### config.mk
export PLATFORM = sky130hd
export DESIGN_NAME = vram_slot_sequencer
export DESIGN_NICKNAME = d
export VERILOG_FILES = /design/src/rtl/vram_slot_sequencer.sv
export SDC_FILE = /design/constraint.sdc
export NUM_CORES = 1
export LEC_CHECK = 0
export ABC_CLOCK_PERIOD_IN_PS = 2250
export CORE_MARGIN = 3
export CORE_UTILIZATION = 41
export CTS_CLUSTER_SIZE = 10
export DETAILED_ROUTE_END_ITERATION = 7
export PLACE_DENSITY = 0.83
export SLEW_MARGIN = 0
export SYNTH_ARGS = -nofsm -noshare
export SYNTH_HDL_FRONTEND = slang
export SYNTH_SLANG_ARGS = --single-unit
### constraint.sdc
create_clock -name I_clock -period 2.25 [get_ports I_clock]
set_clock_uncertainty 0.15 [all_clocks]
set_input_delay 0.45 -clock I_clock [delete_from_list [all_inputs] [get_ports I_clock]]
set_output_delay 0.45 -clock I_clock [all_outputs]
set_load 0.02 [all_outputs]
### src/rtl/vram_slot_sequencer.sv
// Time-multiplexes one VRAM access per 5-phase pixel slot among display fetch,
// CPU port and command engine; SRAM-style strobes downstream, req/ack upstream.
module vram_slot_sequencer #(
   parameter int ADDR_W       = 17,
   parameter int DATA_W       = 8,
   parameter int MAX_DISP_RUN = 4
) (
   input  logic              I_clock,
   input  logic              I_N_rst,
   input  logic [4:0]        I_phase,
   input  logic              I_disp_req,
   input  logic [ADDR_W-1:0] I_disp_addr,
   output logic              O_disp_ack,
   input  logic              I_cpu_req,
   input  logic              I_cpu_we,
   input  logic [ADDR_W-1:0] I_cpu_addr,
   input  logic [DATA_W-1:0] I_cpu_wdata,
   output logic              O_cpu_ack,
   input  logic              I_cmd_req,
   input  logic              I_cmd_we,
   input  logic [ADDR_W-1:0] I_cmd_addr,
   input  logic [DATA_W-1:0] I_cmd_wdata,
   output logic              O_cmd_ack,
   output logic [DATA_W-1:0] O_rdata,
   output logic              O_mem_ce,
   output logic              O_mem_we,
   output logic [ADDR_W-1:0] O_mem_addr,
   output logic [DATA_W-1:0] O_mem_wdata,
   input  logic [DATA_W-1:0] I_mem_rdata,
   output logic              O_phase_err
);
   localparam int CNT_W = $clog2(MAX_DISP_RUN + 1);

   typedef enum logic [2:0] {S_IDLE, S_SETUP, S_ACCESS, S_CAPTURE, S_ACK} slot_t;
   typedef enum logic [1:0] {G_DISP, G_CPU, G_CMD} grant_t;

   slot_t            r_state;
   grant_t           r_grant;
   logic             r_we;
   logic             r_ptr_cmd;
   logic [CNT_W-1:0] r_run;
   logic [4:0]       r_prev_phase;

   logic       w_onehot, w_err, w_cc_any, w_both;
   logic       w_disp_win, w_cpu_win, w_cmd_win;
   logic [4:0] w_expect;

   // r_prev_phase == 0 means "no history": any one-hot pattern is accepted
   assign w_onehot   = (I_phase != 5'd0) && ((I_phase & (I_phase - 5'd1)) == 5'd0);
   assign w_expect   = {r_prev_phase[3:0], r_prev_phase[4]};
   assign w_err      = !w_onehot || ((r_prev_phase != 5'd0) && (I_phase != w_expect));
   assign w_cc_any   = I_cpu_req | I_cmd_req;
   assign w_both     = I_cpu_req & I_cmd_req;
   assign w_disp_win = I_disp_req && (r_run < CNT_W'(MAX_DISP_RUN));
   assign w_cpu_win  = !w_disp_win && I_cpu_req && (!I_cmd_req || !r_ptr_cmd);
   assign w_cmd_win  = !w_disp_win && I_cmd_req && !w_cpu_win;

   always_ff @(posedge I_clock) begin
      if (!I_N_rst) begin
         r_state      <= S_IDLE;
         r_grant      <= G_DISP;
         r_we         <= 1'b0;
         r_ptr_cmd    <= 1'b0;
         r_run        <= '0;
         r_prev_phase <= 5'd0;
         O_disp_ack   <= 1'b0;
         O_cpu_ack    <= 1'b0;
         O_cmd_ack    <= 1'b0;
         O_rdata      <= '0;
         O_mem_ce     <= 1'b0;
         O_mem_we     <= 1'b0;
         O_mem_addr   <= '0;
         O_mem_wdata  <= '0;
         O_phase_err  <= 1'b0;
      end else begin
         r_prev_phase <= w_err ? 5'd0 : I_phase;
         O_phase_err  <= w_err;
         O_disp_ack   <= 1'b0;
         O_cpu_ack    <= 1'b0;
         O_cmd_ack    <= 1'b0;
         if (w_err) begin
            r_state  <= S_IDLE;
            O_mem_ce <= 1'b0;
            O_mem_we <= 1'b0;
         end else if (I_phase[0]) begin
            r_run <= (w_disp_win && w_cc_any) ? r_run + 1'b1 : '0;
            // a lone requester leaves the pointer on itself; contention flips it
            if (!w_disp_win && w_cc_any)
               r_ptr_cmd <= w_both ? !r_ptr_cmd : w_cmd_win;
            if (w_disp_win) begin
               r_state    <= S_SETUP;
               r_grant    <= G_DISP;
               r_we       <= 1'b0;
               O_mem_ce   <= 1'b1;
               O_mem_we   <= 1'b0;
               O_mem_addr <= I_disp_addr;
            end else if (w_cpu_win) begin
               r_state     <= S_SETUP;
               r_grant     <= G_CPU;
               r_we        <= I_cpu_we;
               O_mem_ce    <= 1'b1;
               O_mem_we    <= I_cpu_we;
               O_mem_addr  <= I_cpu_addr;
               O_mem_wdata <= I_cpu_wdata;
            end else if (w_cmd_win) begin
               r_state     <= S_SETUP;
               r_grant     <= G_CMD;
               r_we        <= I_cmd_we;
               O_mem_ce    <= 1'b1;
               O_mem_we    <= I_cmd_we;
               O_mem_addr  <= I_cmd_addr;
               O_mem_wdata <= I_cmd_wdata;
            end else begin
               r_state <= S_IDLE;
            end
         end else begin
            case (r_state)
               S_SETUP:  r_state <= S_ACCESS;
               S_ACCESS: begin
                  r_state  <= S_CAPTURE;
                  O_mem_ce <= 1'b0;
                  O_mem_we <= 1'b0;
               end
               S_CAPTURE: begin
                  r_state    <= S_ACK;
                  O_disp_ack <= (r_grant == G_DISP);
                  O_cpu_ack  <= (r_grant == G_CPU);
                  O_cmd_ack  <= (r_grant == G_CMD);
                  if (!r_we) O_rdata <= I_mem_rdata;
               end
               default:  r_state <= S_IDLE;
            endcase
         end
      end
   end
endmodule

==> flow_summary.json, run 1 <==
{
  "outcome": "finished clean",
  "design.core.area_mm2": 0.006026,
  "totalWireLength_mm": 7.738,
  "avgSynthCellArea_um2": 9.137,
  "drive_gt1_share_pct": 15.26,
  "worstSetupPathType": "primary input to flop",
  "diodes": 0,
  "syn2layout_area_growth_pct": 61.62,
  "cts_buffers": 5,
  "maxSlewViolCount": 0,
  "wire_per_inst_um": 15.45,
  "cp.required_ns": 2.30,
  "grt_overflow": 0,
  "clock_latency_ns": 0.30,
  "utilization_pct": 69.60,
  "ant_nets": 0,
  "core.rowCount": 28,
  "crit_path_max_fanout": 34,
  "powerDensity_mw_per_mm2": 457.1,
  "drv_cap": 0,
  "finalCriticalPeriod_ns": 2.154,
  "final_common_cell": "clkdlybuf4s50_1",
  "finalPower_w": 0.001917,
  "clkTransAtPathRegs_ns": 0.10,
  "crit_arrival_ns": 2.21,
  "grt_pass1_wl_mm": 12.21,
  "vias_per_cell": 5.238,
  "syn-num-nets": 372,
  "syn_inst": 284,
  "drt_iter0_drc": 146,
  "pre_cts_ws_ns": -0.2261,
  "rsz0062_at_grt": "no",
  "worstMarginPinSlew_ns": 0.3022,
  "grt_pass1_vias": 2642,
  "die_area_mm2": 0.007320,
  "gp_congestion": 0.8302,
  "synth.distinct_cells": 48,
  "post_cts_buffers": 0,
  "synthArstFlopShare_pct": 0,
  "ys_seq_area_share_pct": 41.66,
  "fin_nets": 513,
  "hold_ws_ns": 0.2823,
  "placed_area_mm2": 0.004094,
  "vias": 2624,
  "design_area_mm2": 0.004194,
  "layout_worst_path_cycle_share_pct": 95.75,
  "ys_seq_elements": 54,
  "portBuffers": 125,
  "dieWidth_um": 85.56,
  "p_leak_nw": 1.732,
  "clk_path_buf_depth": 2,
  "synth_ff_type": "dfxtp_1",
  "drcViolationCount": 0,
  "firstDrtPassIters": 4,
  "cp-end-kind": "flop",
  "cts_tree": "built",
  "max_freq_mhz": 464.1,
  "start_util_pct": 43.06,
  "relSlewSlack_pct": 79.70,
  "cts_sinks": 54,
  "start_kind": "primary input",
  "htreeDepth": 2,
  "worst_slack_ns": 0.09552,
  "fillers": 477,
  "grt_max_degree": 35,
  "hold_viol_final": 0,
  "hpwl_mm": 6.034,
  "mostFrequentLayoutCells": "clkdlybuf4s50_1, dfxtp_1, nand2_1",
  "ctsRootBufferMaster": "clkbuf_8",
  "setup_viol": 0,
  "groute.usage.overall_pct": 20.55,
  "antenna_found_initial": 0,
  "synth_area_mm2": 0.002595,
  "ios": 126,
  "fp.dieH_um": 85.56,
  "synth-warning-count": 0,
  "min_path_type": "flop to flop",
  "synth_edf_count": 0,
  "vdd_drop_max_mv": 0.3941
}
## kinds of logic (layout without fill, tap and decap cells)
family	Yosys count	count (layout)	share of synthesized area (%)
AOI/OAI and AO/OA	58	58	18.37
xor gates and xnor gates	5	5	1.687
adders and majority gates	1	1	0.4821
buffers and inverters	24	166	5.111
DFF	54	54	41.66
muxes	15	15	5.786
and+or+nand+nor	127	127	26.90
## final timing paths
path,from,to,slack [ns],depth (start not counted)
worst max register to register,r_prev_phase[2],O_mem_addr[3],0.44,6
worst min-delay path,r_state[2],r_state[1],0.28,1
worst min register to register,r_state[2],r_state[1],0.28,1
worst max-delay path,I_phase[4],r_we,0.1,8
## area by class of cell
type                    count  area [um^2]  share of cell area (%)
repair buffers            153         1519                   36.22
multi-input cells         206         1386                   33.05
flip-flops and latches     54         1081                   25.78
well taps                  75        93.84                   2.237
clock buffers               6        82.58                   1.969
inverters                   5        18.77                  0.4475
clock inverters             2        12.51                  0.2983
## synthesized netlist by cell type (all sizes together), types with 6 or more instances
master,count,share of area [%]
a21boi,6,1.9
nor2,15,2.8
nand2,48,6.9
buf,9,2.5
mux2i,15,5.8
nand3,25,5.5
dfxtp,54,42
clkbuf,10,1.9
a22oi,15,4.3
o211a,8,3.1
a32o,15,5.8
or2,15,3.6
o21ai,7,1.3
## what timing repair did
action	in CTS	in global routing
hold buffers	0	0
gates resized for setup	0	1
endpoints found under the setup margin	0	3
## per-layer routing
metal | vias up | part of all wire (%) | global-route usage (%)
met2 | 83 | 52 | 36.94
met3 | 6 | 7.6 | 5.572
met5 | - | 0 | 0
li1 | 1299 | - | -
met1 | 1236 | 40 | 24.69
met4 | 0 | 0.49 | 3.885
## worst max-delay path, cell delays in order
cell	delay, ns
clkdlybuf4s50_1	0.55
nor2_4	0.18
nand4_4	0.16
nor3b_4	0.26
buf_12	0.21
buf_4	0.14
mux2i_1	0.18
nor2b_1	0.06
## report_power, final
part           leakage [nW]  internal [W]  switching (W)  total, W
Combinational          1.25      0.000228       0.000147  0.000375
Sequential            0.436      0.000969     0.00000715  0.000976
Clock                0.0472      0.000248       0.000318  0.000566
## registers in the layout (all words and copies together), names as in the netlist, 2 cells and up
signal,count
r_prev_phase,5
O_mem_wdata,8
r_grant,2
O_mem_addr,17
r_run,3
O_rdata,8
r_state,3
## through the flow
stage / instances / setup TNS, ns
after CTS: 501 / 0
final: 501 / 0
after global routing: 501 / 0
after global placement: 493 / -4.823
after floorplan: 284 / 0
after detailed placement: 493 / -8.331
(Power assumes the default switching activity.)
==> run 2: changes to the inputs <==
--- a/config.mk
+++ b/config.mk
@@ -7,10 +7,10 @@
 export LEC_CHECK = 0
 export ABC_CLOCK_PERIOD_IN_PS = 2250
 export CORE_MARGIN = 3
-export CORE_UTILIZATION = 41
+export CORE_UTILIZATION = 40
 export CTS_CLUSTER_SIZE = 10
 export DETAILED_ROUTE_END_ITERATION = 7
-export PLACE_DENSITY = 0.83
+export PLACE_DENSITY = 0.81
 export SLEW_MARGIN = 0
 export SYNTH_ARGS = -nofsm -noshare
 export SYNTH_HDL_FRONTEND = slang
==> flow_summary.json, run 2 (synthesis gave the netlist of run 1 again) <==
{
  "setup_viol": 0,
  "final_common_cell": "clkdlybuf4s50_1",
  "drive_gt1_share_pct": 15.06,
  "wire_per_inst_um": 14.81,
  "start_util_pct": 42.57,
  "grt_max_degree": 35,
  "syn2layout_area_growth_pct": 60.66,
  "clock_latency_ns": 0.29,
  "fillers": 508,
  "core.rowCount": 28,
  "finalPower_w": 0.001860,
  "clkTransAtPathRegs_ns": 0.09,
  "cts_sinks": 54,
  "crit_path_max_fanout": 34,
  "start_kind": "primary input",
  "hold_viol_final": 0,
  "outcome": "finished clean",
  "finalCriticalPeriod_ns": 2.131,
  "final_cell_count_no_fill": 500,
  "crit_arrival_ns": 2.18,
  "multi_input_area_mm2": 0.001393,
  "slowest_stage": "clkdlybuf4s50_1",
  "drt_iter0_drc": 116,
  "hold_ws_ns": 0.2946,
  "relSlewSlack_pct": 51.99,
  "firstDrtPassIters": 4,
  "worst_slack_ns": 0.1191,
  "dieWidth_um": 86.55,
  "worstSetupPathType": "primary input to flop",
  "largest_reg_flops": 17,
  "totalWireLength_mm": 7.403,
  "grt_pass1_wl_mm": 11.70,
  "groute.usage.overall_pct": 19.15,
  "portBuffers": 125,
  "cp-end-kind": "flop",
  "gp_congestion": 0.8055,
  "dp.cells": 493,
  "drcViolationCount": 0,
  "powerDensity_mw_per_mm2": 446.1,
  "utilization_pct": 68.39,
  "ctsRootBufferMaster": "clkbuf_8",
  "min_path_type": "flop to flop",
  "fp.dieH_um": 86.55,
  "clk_path_buf_depth": 2,
  "cp_cell_sequence": "clkdlybuf4s50_1, nor2_4, nand4_4, nor3b_4, buf_12, buf_4, mux2i_1, nor2b_1",
  "largest_registers": "O_mem_addr: 17 flops, O_mem_wdata: 8 flops, O_rdata: 8 flops",
  "maxSlewViolCount": 0,
  "rsz0062_at_grt": "no",
  "fin_nets": 513,
  "max_freq_mhz": 469.3,
  "layout_worst_path_cycle_share_pct": 94.71,
  "vias_per_cell": 5.244,
  "cts_buffers": 5,
  "hold_buffers": 0,
  "antenna_found_initial": 0,
  "seq_area_mm2": 0.001081,
  "design.core.area_mm2": 0.006096,
  "p_leak_nw": 1.721,
  "grt_pass1_vias": 2547,
  "top_register": "O_mem_addr",
  "vias": 2622,
  "htreeDepth": 2,
  "vdd_drop_max_mv": 0.5093,
  "slowest_delay_ns": 0.48,
  "hpwl_mm": 5.761,
  "cts_tree": "built",
  "die_area_mm2": 0.007490,
  "ant_nets": 0,
  "worstMarginPinSlew_ns": 0.7194,
  "pre_cts_ws_ns": -0.4104,
  "diodes": 0,
  "cp.required_ns": 2.30,
  "drv_cap": 0,
  "grt_overflow": 0,
  "ios": 126,
  "mostFrequentLayoutCells": "clkdlybuf4s50_1, dfxtp_1, nand2_1"
}
## run 2: changes by cell type in the layout (fill, tap and decap cells not counted), sizes merged
cell / change
clkbuf: +1
clkinv: -1
clkinvlp: -1
## run 2: report_power, final
| group | switching (W) | internal (W) |
|---|---|---|
| sequential | 0.00000719 | 0.000969 |
| clock | 0.000297 | 0.000216 |
| combinational | 0.000143 | 0.000228 |
| total | 0.000448 | 0.00141 |
## run 2: area by class of cell
cell class,count,area share [%]
clock buffer,7,1.831
timing repair buffer,153,36.13
multi-input combinational,206,33.40
sequential,54,25.93
inverter,5,0.4502
tap,75,2.251
## run 2: worst max-delay path, delay by kind of cell
family,cells,cell delay [ns]
buffers and inverters,3,0.83
multiplexers,1,0.17
AND/OR/NAND/NOR,4,0.71
## run 2: path summary, 6_finish.rpt
kind / start / endpoint / slack (ns) / depth (start not counted)
worst max-delay path: I_phase[2] / r_grant[1] / 0.12 / 8
worst min-delay path: r_state[2] / r_state[1] / 0.29 / 1
worst max register to register: r_prev_phase[2] / O_mem_addr[5] / 0.40 / 6
worst min register to register: r_state[2] / r_state[1] / 0.29 / 1
## run 2: repair_timing
action | 4_1_cts | 5_1_grt
gates resized for setup | 1 | 2
setup endpoints to repair | 14 | 6
pin swaps | 0 | 3
setup buffers | 0 | 0
## run 2: through the flow
stage               area [um^2]  setup TNS (ns)
finish                     4169               0
global route               4169               0
floorplan                  2595               0
CTS                        4160               0
detailed placement         4081          -9.752
global placement           4081          -7.669
## run 2: layer usage
| layer | track usage (%) | share of wire (%) |
|---|---|---|
| met1 | 24.00 | 40 |
| met2 | 33.03 | 51 |
| met3 | 4.848 | 7.0 |
| met4 | 4.391 | 1.7 |
| met5 | 0 | 0 |
==> run 3: changes to the inputs <==
--- a/config.mk
+++ b/config.mk
@@ -6,11 +6,12 @@
 export NUM_CORES = 1
 export LEC_CHECK = 0
 export ABC_CLOCK_PERIOD_IN_PS = 2250
-export CORE_MARGIN = 3
+export CORE_ASPECT_RATIO = 1.5
+export CORE_MARGIN = 2
 export CORE_UTILIZATION = 40
 export CTS_CLUSTER_SIZE = 10
 export DETAILED_ROUTE_END_ITERATION = 7
-export PLACE_DENSITY = 0.81
+export PLACE_DENSITY = 0.79
 export SLEW_MARGIN = 0
 export SYNTH_ARGS = -nofsm -noshare
 export SYNTH_HDL_FRONTEND = slang
==> flow_summary.json, run 3 (synthesis gave the netlist of run 1 again) <==
{
  "outcome": "finished clean",
  "layout_worst_path_cycle_share_pct": 95.88,
  "largest_registers": "O_mem_addr: 17 flops, O_mem_wdata: 8 flops, O_rdata: 8 flops",
  "min_path_type": "flop to flop",
  "worstMarginPinSlew_ns": 0.7091,
  "totalWireLength_mm": 7.378,
  "powerDensity_mw_per_mm2": 475.4,
  "top_register": "O_mem_addr",
  "drv_cap": 0,
  "fp.dieH_um": 102.6,
  "pre_cts_ws_ns": -0.3421,
  "worstSetupPathType": "primary input to flop",
  "groute.usage.overall_pct": 20.21,
  "vias_per_cell": 5.256,
  "die_area_mm2": 0.007161,
  "wire_per_inst_um": 14.76,
  "portBuffers": 125,
  "vias": 2628,
  "drive_gt1_share_pct": 14.86,
  "crit_arrival_ns": 2.26,
  "grt_pass1_wl_mm": 11.75,
  "utilization_pct": 65.43,
  "grt_pass1_vias": 2619,
  "largest_reg_flops": 17,
  "vdd_drop_max_mv": 0.4000,
  "mostFrequentLayoutCells": "clkdlybuf4s50_1, dfxtp_1, nand2_1",
  "fin_nets": 511,
  "ctsRootBufferMaster": "clkbuf_8",
  "drcViolationCount": 0,
  "cts_sinks": 54,
  "dieWidth_um": 69.77,
  "grt_overflow": 0,
  "final_common_cell": "clkdlybuf4s50_1",
  "r2r_start": "r_prev_phase[2]",
  "rsz0062_at_grt": "no",
  "design_area_mm2": 0.004185,
  "syn2layout_area_growth_pct": 61.28,
  "startpoint": "I_phase[2]",
  "clk_path_buf_depth": 2,
  "start_kind": "primary input",
  "worst_slack_ns": 0.09277,
  "cp.required_ns": 2.35,
  "relSlewSlack_pct": 52.68,
  "ant_nets": 0,
  "diodes": 0,
  "hold_viol_final": 0,
  "p_leak_nw": 1.733,
  "cts_tree": "built",
  "max_freq_mhz": 463.6,
  "cts_buffers": 5,
  "maxSlewViolCount": 0,
  "clock_latency_ns": 0.31,
  "cp-end-kind": "flop",
  "antenna_found_initial": 0,
  "grt_max_degree": 37,
  "hpwl_mm": 5.697,
  "finalCriticalPeriod_ns": 2.157,
  "min_from": "r_state[2]",
  "design.core.area_mm2": 0.006396,
  "setup_viol": 0,
  "core.rowCount": 36,
  "drt_iter0_drc": 94,
  "placed_area_mm2": 0.004070,
  "post_cts_buffers": 0,
  "ios": 126,
  "htreeDepth": 2,
  "clkTransAtPathRegs_ns": 0.10,
  "crit_path_max_fanout": 6,
  "firstDrtPassIters": 4,
  "start_util_pct": 40.57,
  "gp_congestion": 0.8164
}
## run 3: cell count changes in the layout (fill, tap and decap cells not counted), sizes merged
| cell | previous run | this run |
|---|---|---|
| buf | 29 | 27 |
| bufinv | 0 | 1 |
| clkbuf | 7 | 6 |
| clkdlybuf4s50 | 124 | 123 |
| clkinvlp | 0 | 1 |
| dlymetal6s2s | 0 | 1 |
## run 3: worst max-delay path, cell delays in order
cell	delay, ns
clkdlybuf4s50_1	0.53
nor2_4	0.19
nand4_4	0.19
o211ai_1	0.20
nand3_1	0.25
buf_4	0.22
buf_4	0.14
nor2_1	0.08
## run 3: path summary, 6_finish.rpt
path,endpoint,slack (ns),depth (start not counted)
min,r_state[1],0.28,1
max reg2reg,O_mem_addr[6],0.41,6
max,r_prev_phase[3],0.09,8
min reg2reg,r_state[1],0.28,1
## run 3: metal layers
layer  wire [um]  track usage [%]
met1        2898            21.75
met2        3831            37.29
met3         440            4.106
met4         208            10.65
met5           0                0
## run 3: timing repair
item,CTS,global route
gates resized for setup,1,1
hold buffers,0,0
endpoints found under the setup margin,3,3
## run 3: metrics by stage
| step | std cells | setup TNS (ns) | hold WS, ns | total power, W |
|---|---|---|---|---|
| 2_1_floorplan | 284 | 0 | 0.2480 | 0.001137 |
| 3_3_place_gp | 492 | -7.325 | 0.2566 | 0.001357 |
| 3_5_place_dp | 492 | -9.659 | 0.2717 | 0.001362 |
| 4_1_cts | 500 | 0 | 0.2823 | 0.002010 |
| 5_1_grt | 500 | 0 | 0.3125 | 0.002079 |
| 6_report | 500 | 0 | 0.2841 | 0.001990 |
## run 3: area by class of cell
class / instances / area, um^2
Fill cell: 551 / 2211
Timing Repair Buffer: 151 / 1494
Multi-Input combinational cell: 206 / 1386
Sequential cell: 54 / 1081
Tap cell: 76 / 95.09
Clock buffer: 6 / 72.57
Clock inverter: 2 / 37.54
Inverter: 5 / 18.77
## run 3: power by group
group          leakage, nW  internal [W]  switching [W]
clock network       0.0514      0.000332       0.000317
logic                 1.25      0.000223       0.000141
registers            0.436      0.000969     0.00000704
